File: src/rtl/mmc1_pkg.sv
// Shared types and constants for the MMC1-compatible mapper: mirroring modes,
// PRG banking modes, control reset value and serial-register destinations.
package mmc1_pkg;

  typedef enum logic [1:0] {
    ONE_LO = 2'd0,
    ONE_HI = 2'd1,
    VERT   = 2'd2,
    HORZ   = 2'd3
  } mirror_e;

  // control[3:2]: modes 0 and 1 both switch 32 KB at a time
  localparam logic [1:0] PRG_MODE_32K_A  = 2'd0;
  localparam logic [1:0] PRG_MODE_32K_B  = 2'd1;
  localparam logic [1:0] PRG_MODE_FIX_LO = 2'd2;
  localparam logic [1:0] PRG_MODE_FIX_HI = 2'd3;

  localparam logic [4:0] CONTROL_RESET = 5'h0C;

  // Destination chosen by prg_addr[14:13] on the fifth serial write
  typedef enum logic [1:0] {
    SEL_CONTROL = 2'd0,
    SEL_CHR0    = 2'd1,
    SEL_CHR1    = 2'd2,
    SEL_PRG     = 2'd3
  } reg_sel_e;

endpackage

File: src/rtl/mmc1_serial_loader.sv
// Five-write serial loader: collects bit 0 of CPU writes to $8000-$FFFF and
// emits a load strobe with the assembled value, or a clear strobe on bit 7.
module mmc1_serial_loader
  import mmc1_pkg::*;
(
  input  logic       clk,
  input  logic       reset,
  input  logic       cpu_en,
  input  logic       write,
  input  logic       addr_hi,
  input  logic [1:0] addr_sel,
  input  logic       data_clear,
  input  logic       data_bit,
  output logic       load,
  output logic [1:0] load_sel,
  output logic [4:0] load_value,
  output logic       clear_ctrl
);

  logic [4:0] shift;
  logic [2:0] count;
  logic       last_wr;
  logic       valid_wr;

  // A write on the cpu_en cycle right after a $8000+ write is dropped, so a
  // read-modify-write instruction only shifts in one bit.
  assign valid_wr   = cpu_en & write & addr_hi & ~last_wr;
  assign clear_ctrl = valid_wr & data_clear;
  assign load       = valid_wr & ~data_clear & (count == 3'd4);
  assign load_sel   = addr_sel;
  assign load_value = {data_bit, shift[4:1]};

  always_ff @(posedge clk) begin
    if (reset) begin
      shift   <= '0;
      count   <= '0;
      last_wr <= 1'b0;
    end else if (cpu_en) begin
      last_wr <= write & addr_hi;
      if (valid_wr) begin
        if (data_clear || count == 3'd4) begin
          shift <= '0;
          count <= '0;
        end else begin
          shift <= {data_bit, shift[4:1]};
          count <= count + 3'd1;
        end
      end
    end
  end

endmodule

File: src/rtl/mmc1_mapper.sv
// MMC1-compatible mapper: serial-loaded configuration registers and the
// combinational PRG/CHR bank decode, PRG-RAM select and nametable mirroring.
module mmc1_mapper
  import mmc1_pkg::*;
#(
  parameter int PRG_BANKS = 16,
  parameter int CHR_BANKS = 32
) (
  input  logic        clk,
  input  logic        reset,
  input  logic        cpu_en,
  input  logic [15:0] prg_addr,
  input  logic [7:0]  prg_wdata,
  input  logic        prg_write,
  input  logic [13:0] chr_addr,
  output logic [17:0] prg_rom_addr,
  output logic        prg_ram_cs,
  output logic [16:0] chr_rom_addr,
  output logic        irq,
  output logic        vram_cs,
  output logic        vram_a10
);

  localparam logic [3:0] PRG_MASK = 4'(PRG_BANKS - 1);
  localparam logic [4:0] CHR_MASK = 5'(CHR_BANKS - 1);
  localparam logic [3:0] PRG_LAST = 4'(PRG_BANKS - 1);

  logic [4:0] control;
  logic [4:0] chr0;
  logic [4:0] chr1;
  logic [4:0] prg;

  logic       load;
  logic [1:0] load_sel;
  logic [4:0] load_value;
  logic       clear_ctrl;
  logic       unused_wdata;

  logic [3:0] prg_bank;
  logic [4:0] chr_bank;
  mirror_e    mirror;

  // Only bits 7 and 0 of the write data carry meaning for the serial port.
  assign unused_wdata = ^prg_wdata[6:1];

  mmc1_serial_loader u_loader (
    .clk        (clk),
    .reset      (reset),
    .cpu_en     (cpu_en),
    .write      (prg_write),
    .addr_hi    (prg_addr[15]),
    .addr_sel   (prg_addr[14:13]),
    .data_clear (prg_wdata[7]),
    .data_bit   (prg_wdata[0]),
    .load       (load),
    .load_sel   (load_sel),
    .load_value (load_value),
    .clear_ctrl (clear_ctrl)
  );

  always_ff @(posedge clk) begin
    if (reset) begin
      control <= CONTROL_RESET;
      chr0    <= '0;
      chr1    <= '0;
      prg     <= '0;
    end else if (clear_ctrl) begin
      control <= control | CONTROL_RESET;
    end else if (load) begin
      case (reg_sel_e'(load_sel))
        SEL_CONTROL: control <= load_value;
        SEL_CHR0:    chr0    <= load_value;
        SEL_CHR1:    chr1    <= load_value;
        default:     prg     <= load_value;
      endcase
    end
  end

  always_comb begin
    prg_bank = '0;
    case (control[3:2])
      PRG_MODE_FIX_LO: prg_bank = prg_addr[14] ? prg[3:0] : 4'd0;
      PRG_MODE_FIX_HI: prg_bank = prg_addr[14] ? PRG_LAST : prg[3:0];
      default:         prg_bank = {prg[3:1], prg_addr[14]};
    endcase
  end

  always_comb begin
    chr_bank = '0;
    if (control[4]) chr_bank = chr_addr[12] ? chr1 : chr0;
    else            chr_bank = {chr0[4:1], chr_addr[12]};
  end

  assign mirror = mirror_e'(control[1:0]);

  always_comb begin
    vram_a10 = 1'b0;
    case (mirror)
      ONE_LO:  vram_a10 = 1'b0;
      ONE_HI:  vram_a10 = 1'b1;
      VERT:    vram_a10 = chr_addr[10];
      default: vram_a10 = chr_addr[11];
    endcase
  end

  assign prg_rom_addr = {prg_bank & PRG_MASK, prg_addr[13:0]};
  assign chr_rom_addr = {chr_bank & CHR_MASK, chr_addr[11:0]};
  assign prg_ram_cs   = (prg_addr[15:13] == 3'b011) & ~prg[4];
  assign vram_cs      = chr_addr[13];
  assign irq          = 1'b0;

endmodule

File: config.mk
export PLATFORM = sky130hd
export DESIGN_NAME = mmc1_mapper
export DESIGN_NICKNAME = d
export VERILOG_FILES = /design/src/rtl/mmc1_pkg.sv /design/src/rtl/mmc1_serial_loader.sv /design/src/rtl/mmc1_mapper.sv
export SDC_FILE = /design/constraint.sdc
export NUM_CORES = 1
export LEC_CHECK = 0
export CORE_AREA = 2 2 70 72
export CTS_CLUSTER_DIAMETER = 30
export DETAILED_ROUTE_END_ITERATION = 6
export DIE_AREA = 0 0 72 74
export PLACE_DENSITY = 0.75
export RECOVER_POWER = 25
export SLEW_MARGIN = 25
export SYNTH_ARGS = -nofsm -noshare
export SYNTH_HDL_FRONTEND = slang
export SYNTH_SLANG_ARGS = --single-unit
export TNS_END_PERCENT = 30
File: constraint.sdc
create_clock -name clk -period 1.3 [get_ports clk]
set_input_delay 0.26 -clock clk [delete_from_list [all_inputs] [get_ports clk]]
set_output_delay 0.26 -clock clk [all_outputs]
set_load 0.01 [all_outputs]
==> results.sh <==
export IMPL_layout_common_cells="26 x nand2b_1, 26 x buf_4, 21 x dfxtp_1, 18 x mux2i_1, 13 x a21oi_1"
export IMPL_dieArea_sq_um=5330
export IMPL_share_comb_of_total_power_pct=11.7
export IMPL_yosysWarnings=0
export IMPL_ys_types=29
export IMPL_avgSynthCellArea_sq_um=8.81
export IMPL_syn_instance_count=182
export IMPL_fmax_mhz=661
export IMPL_ios=81
export IMPL_crit_path_end_kind="primary output"
export IMPL_violations="setup timing"
export IMPL_cp_required_ns=1.04
export IMPL_cts_tree="done"
export IMPL_clkSlewWorstSetupHoldPaths_ns=0.10
export IMPL_fin_crit_ns=1.51
export IMPL_drc=0
export IMPL_rows=25
export IMPL_htree_levels=1
export IMPL_final_nets=252
export IMPL_finalCritPeriodShare_pct=116
export IMPL_post_drt_wl_per_cell_um=13.6
export IMPL_cp_max_fo=5
export IMPL_vdd_drop_max_mv=0.477
export IMPL_crit_type="flip-flop to primary output"
export IMPL_dr_pass1_iters=4
export IMPL_cts_buffers=3
export IMPL_grt_pass1_wl_um=5540
export IMPL_grt_usage_pct=13.6
export IMPL_dieHeight_um=74
export IMPL_cp_common_cell="buf_6"
export IMPL_hold_path_class="primary input to flip-flop"
export IMPL_p_leak_nw=0.938
export IMPL_p_seq_share_pct=48.8
export IMPL_fin_util_pct=46.0
export IMPL_wl_um=3560
export IMPL_cp_cell_sequence="nand2_4 -> buf_6 -> mux2_4 -> buf_6"
export IMPL_p_sw_mw=0.383
export IMPL_run_status="complete, but fails checks"
export IMPL_cp_data_arrival_time_ns=1.25
export IMPL_portBuffers=25
export IMPL_critical_path_max_stage_delay_ns=0.36
export IMPL_yosys_top_cells_area="dfxtp_1 35%, buf_4 14%, mux2i_1 11%"
export IMPL_seq_area_frac_synth_pct=34.9
export IMPL_yosysTopAreaCellShare_pct=34.9
export IMPL_area_growth_syn_to_layout_pct=32.0
export IMPL_synth_largest_area_cell="dfxtp_1"
export IMPL_antennaDiodeCount=0
export IMPL_overflow=0
export IMPL_start_kind="flip-flop"
export IMPL_drt_vias_per_instance=4.94
export IMPL_ant_nets=0
export IMPL_regArea_sq_um=572
export IMPL_core_area_sq_um=4600
export IMPL_drive_gt1_share_pct=40.1
export IMPL_die_w_um=72
export IMPL_finalSetupViolCount=11
export IMPL_grt_max_degree=17
export IMPL_p_per_area_nw_per_um2=833
export IMPL_syn_num_nets=226
export IMPL_cts_num_sinks=28
export IMPL_hpwl_um=2420
export IMPL_grt_setup_unrepaired="true"
export IMPL_r2r_slack_ns=0
export IMPL_antenna_found_initial=0
export IMPL_power_share_clock_pct=39.6
export IMPL_netSwitchingFraction_pct=21.7
export IMPL_clk_root_buffer_cell="clkbuf_8"
export IMPL_grt_pass1_vias=1214
export IMPL_vias=1289
export IMPL_drv_cap=0
export IMPL_multiInputGateArea_sq_um=921
export IMPL_internal_power_mw=1.38
export IMPL_finalHoldViolCount=0
export IMPL_cpMaxStageDelayCell="dfxtp_2"
export IMPL_ys_flop_type="dfxtp_1"
export IMPL_tns_ns=-1.06
export IMPL_synth_edf_count=0
export IMPL_fill_cells=442
export IMPL_cts_buffer_depth=2
export IMPL_finalWorstSetupSlack_ns=-0.213
export IMPL_clk_latency_ns=0.28
export IMPL_synth_area_sq_um=1600
export IMPL_initial_utilization_pct=34.9
export IMPL_ys_seq_elements=28
export IMPL_async_flop_share_pct=0
export IMPL_final_max_slew_violation_count=0
export IMPL_detail_route_iter0_violations=28
export IMPL_skew_ns=0.00539
export IMPL_gp_congestion=0.763
-- cell type report --
cell class,instances,share of cell area (%)
Clock inverter,1,1.42
Sequential cell,28,27.0
Tap cell,54,3.19
Inverter,4,0.709
Clock buffer,3,1.95
Multi-Input combinational cell,114,43.5
Timing Repair Buffer,57,22.2
-- cell usage after synthesis, types with 2 or more instances --
library cell and count:
ha_1 2, nand2b_1 28, nor4_1 2, mux2i_1 18
mux2_2 4, dfxtp_1 28, o21ai_0 3, a31oi_1 3
nor2_1 6, inv_1 4, nand3_1 9, buf_4 29
nand2_1 7, a21oi_1 20, clkbuf_1 4, nand4_2 2
-- metrics by stage --
stage          instance area (sq um)  setup slack [ns]  total power, mW  hold slack (ns)  instances
4_1_cts                         2060            -0.232             1.75            0.460        260
3_5_place_dp                    1870            -0.682             1.08            0.447        251
5_1_grt                         2120            -0.259             1.82            0.333        261
6_report                        2120            -0.213             1.76            0.295        261
2_1_floorplan                   1610           0.00485             1.04            0.396        182
3_3_place_gp                    1870            -0.680             1.08            0.440        251
-- kinds of logic after synthesis --
family / Yosys count / synth area share [%]
other cells: 1 / 0.234
mux: 22 / 14.0
flops: 28 / 34.9
simple gates: 63 / 24.1
fa+ha+maj: 2 / 1.56
compound gates: 26 / 8.35
buf+inv: 40 / 16.8
-- metal layers --
layer | track usage [%] | vias up | part of all wire [%]
met4 | 7.13 | 0 | 1.7
met3 | 2.71 | 6 | 4.8
met5 | 0 | - | 0
met2 | 23.6 | 21 | 50
met1 | 15.9 | 617 | 43
li1 | - | 645 | -
-- critical path: cells and delay by family (launching register included) --
kind / cells / cell delay, ns
simple gates: 1 / 0.07
mux: 1 / 0.29
flops: 1 / 0.36
buf+inv: 2 / 0.24
-- state kept, by name (all words and copies together) (netlist names) --
register / flops
chr0: 5
chr1: 5
control: 5
prg: 5
u_loader.count: 3
u_loader.last_wr: 1
u_loader.shift: 4
-- what timing repair did --
item                       in CTS  in global routing
hold buffers                    0                  0
hold endpoints to repair        0                  0
gates resized for setup        89                 14
setup endpoints to repair      34                 32
buffers inserted                6                  3
pin swaps                      13                 10
-- worst paths after layout --
| path | cells after the start | endpoint | start |
|---|---|---|---|
| setup reg to reg | 5 | chr1[4] | u_loader.count[1] |
| setup / recovery | 4 | chr_rom_addr[15] | control[4] |
| hold reg to reg | 2 | u_loader.shift[1] | u_loader.shift[1] |
| hold / removal | 3 | u_loader.last_wr | prg_write |
-- power groups by stage --
stage | clock network (mW) | registers (mW) | logic, mW
3_5_place_dp | 0 | 0.882 | 0.194
3_3_place_gp | 0 | 0.882 | 0.193
5_1_grt | 0.739 | 0.861 | 0.221
4_1_cts | 0.698 | 0.860 | 0.195
6_report | 0.698 | 0.860 | 0.206
2_1_floorplan | 0 | 0.882 | 0.161
Note: power is estimated with default switching activity, not from simulation.
==> edit: new RTL, config.mk and constraints unchanged <==
Set the parameter `CHR_BANKS` to 24 (it was 32).
--- a/src/rtl/mmc1_mapper.sv
+++ b/src/rtl/mmc1_mapper.sv
@@ -4,7 +4,7 @@
   import mmc1_pkg::*;
 #(
   parameter int PRG_BANKS = 16,
-  parameter int CHR_BANKS = 32
+  parameter int CHR_BANKS = 24
 ) (
   input  logic        clk,
   input  logic        reset,
Function: changed (a bounded check fails within 10 cycles, from zero or initial values and one cycle with reset high).
==> edit against the original RTL <==
  * The flow still finishes with violations (setup timing)
  * Non-clock buffer count is 2 lower
  * Wire length is 4.0% lower
  * Worst setup slack better by 21 ps
  * Combinational power is 2% higher
  * Design area is 3.1% lower
  * Total power is 13% lower
  * Sequential share of layout area is 1.2 points lower
  * Area after synthesis is 4.1% lower
  * Synthesized cell count is 5.5% lower
  * First-iteration DRC count is 46% higher
  * Clock power is 25% lower
  * Sequential cell count is 2 lower
  * Critical path type is now register to register
  * Highest routed layer unchanged
==> edit: results <==
[outcome]
status = "complete, but fails checks"
violations = "setup timing"

[logic_synthesis]
synthAdderAreaFrac = 0.0163
yosysUniqueCellTypes = 31
synth.area.top_cells = "dfxtp_1 34%, buf_4 15%, mux2i_1 10%"
seq_area_frac_synth = 0.338
synth_mux_area_frac = 0.126

[critical_path]
cp-startpoint = "u_loader.count[0]"
crit_arrival_ps = 1690
path_max_fanout = 4

[final_layout]
diodes = 0
nNonClkInverters = 3
layout-drive-gt1-share = 0.439
seq_cell_count = 26
buf_share = 0.228
nets = 243
clkbuf_count = 4
nNonClkBuffers = 55
seq_area_sq_um = 529
multi_input_area_share = 0.449
nMultiInputCombCells = 110
clk_share = 0.0268

[global_routing]
grt_pass1_wl_um = 5310
grt_max_degree = 15
grt_pass1_vias = 1206

[sta]
worst_slack_ps = -192
fin_setup_tns_ps = -1760
setup_viol = 25
skew_ps = 1.58

[placed_design]
hpwl_um = 2340
port_buffers = 24
gp_congestion = 0.770
place_ws_ps = -660

[detailed_routing]
viasPerCell = 4.85
drt_iter0_drc = 41
wirelength_um = 3420

[power]
peakVddDrop_uv = 329
p_leak_uw = 0.000906
==> edit: metal layers <==
metal / GRT usage / wire (um) / share of wire
met1: 0.142 / 1440 / 0.42
met3: 0.00949 / 109 / 0.032
met2: 0.238 / 1810 / 0.53
met5: 0 / 0 / 0
met4: 0.0566 / 65 / 0.019
==> edit: through the flow <==
step	cell area, sq um	hold WS [ps]	instances
after floorplan	1560	393	173
after global placement	1800	437	242
after detailed placement	1800	455	242
after CTS	1920	467	248
after global routing	2050	350	252
final	2050	323	252
==> edit: worst min-delay path by stage <==
| stage | startpoint | slack, ps | to |
|---|---|---|---|
| 6_report | prg_write | 320 | u_loader.last_wr |
| 5_1_grt | prg_write | 350 | u_loader.last_wr |
| 4_1_cts | u_loader.shift[1] | 470 | u_loader.shift[1] |
| 3_5_place_dp | u_loader.shift[1] | 450 | u_loader.shift[1] |
| 3_3_place_gp | u_loader.shift[1] | 440 | u_loader.shift[1] |
| 2_1_floorplan | prg_wdata[7] | 390 | control[2] |
==> edit: repair_timing <==
action,CTS,global route
setup endpoints to repair,38,34
buffers inserted,3,4
gates resized for setup,76,23
cloned,0,0
hold endpoints to repair,0,0
pin swaps,12,13
==> edit: power breakdown <==
| part | internal [uW] | switching (uW) |
|---|---|---|
| Combinational | 111 | 101 |
| Sequential | 797 | 2.42 |
| Clock | 271 | 253 |
==> edit: kinds of logic (layout without fill, tap and decap cells) <==
kind of cell / after synthesis / in the layout
AND/OR/NAND/NOR: 60 / 60
buffers and inverters: 37 / 62
AO/OA/AOI/OAI: 27 / 27
flip-flops: 26 / 26
multiplexers: 19 / 19
adder cells (fa/ha/maj): 2 / 2
other: 1 / 2
==> edit: critical path, stage by stage, from the launching register on <==
cell and delay [ps]:
dfxtp_2 330, inv_2 70, ha_4 120, or3b_4 400, nor3_4 270, mux2i_1 230
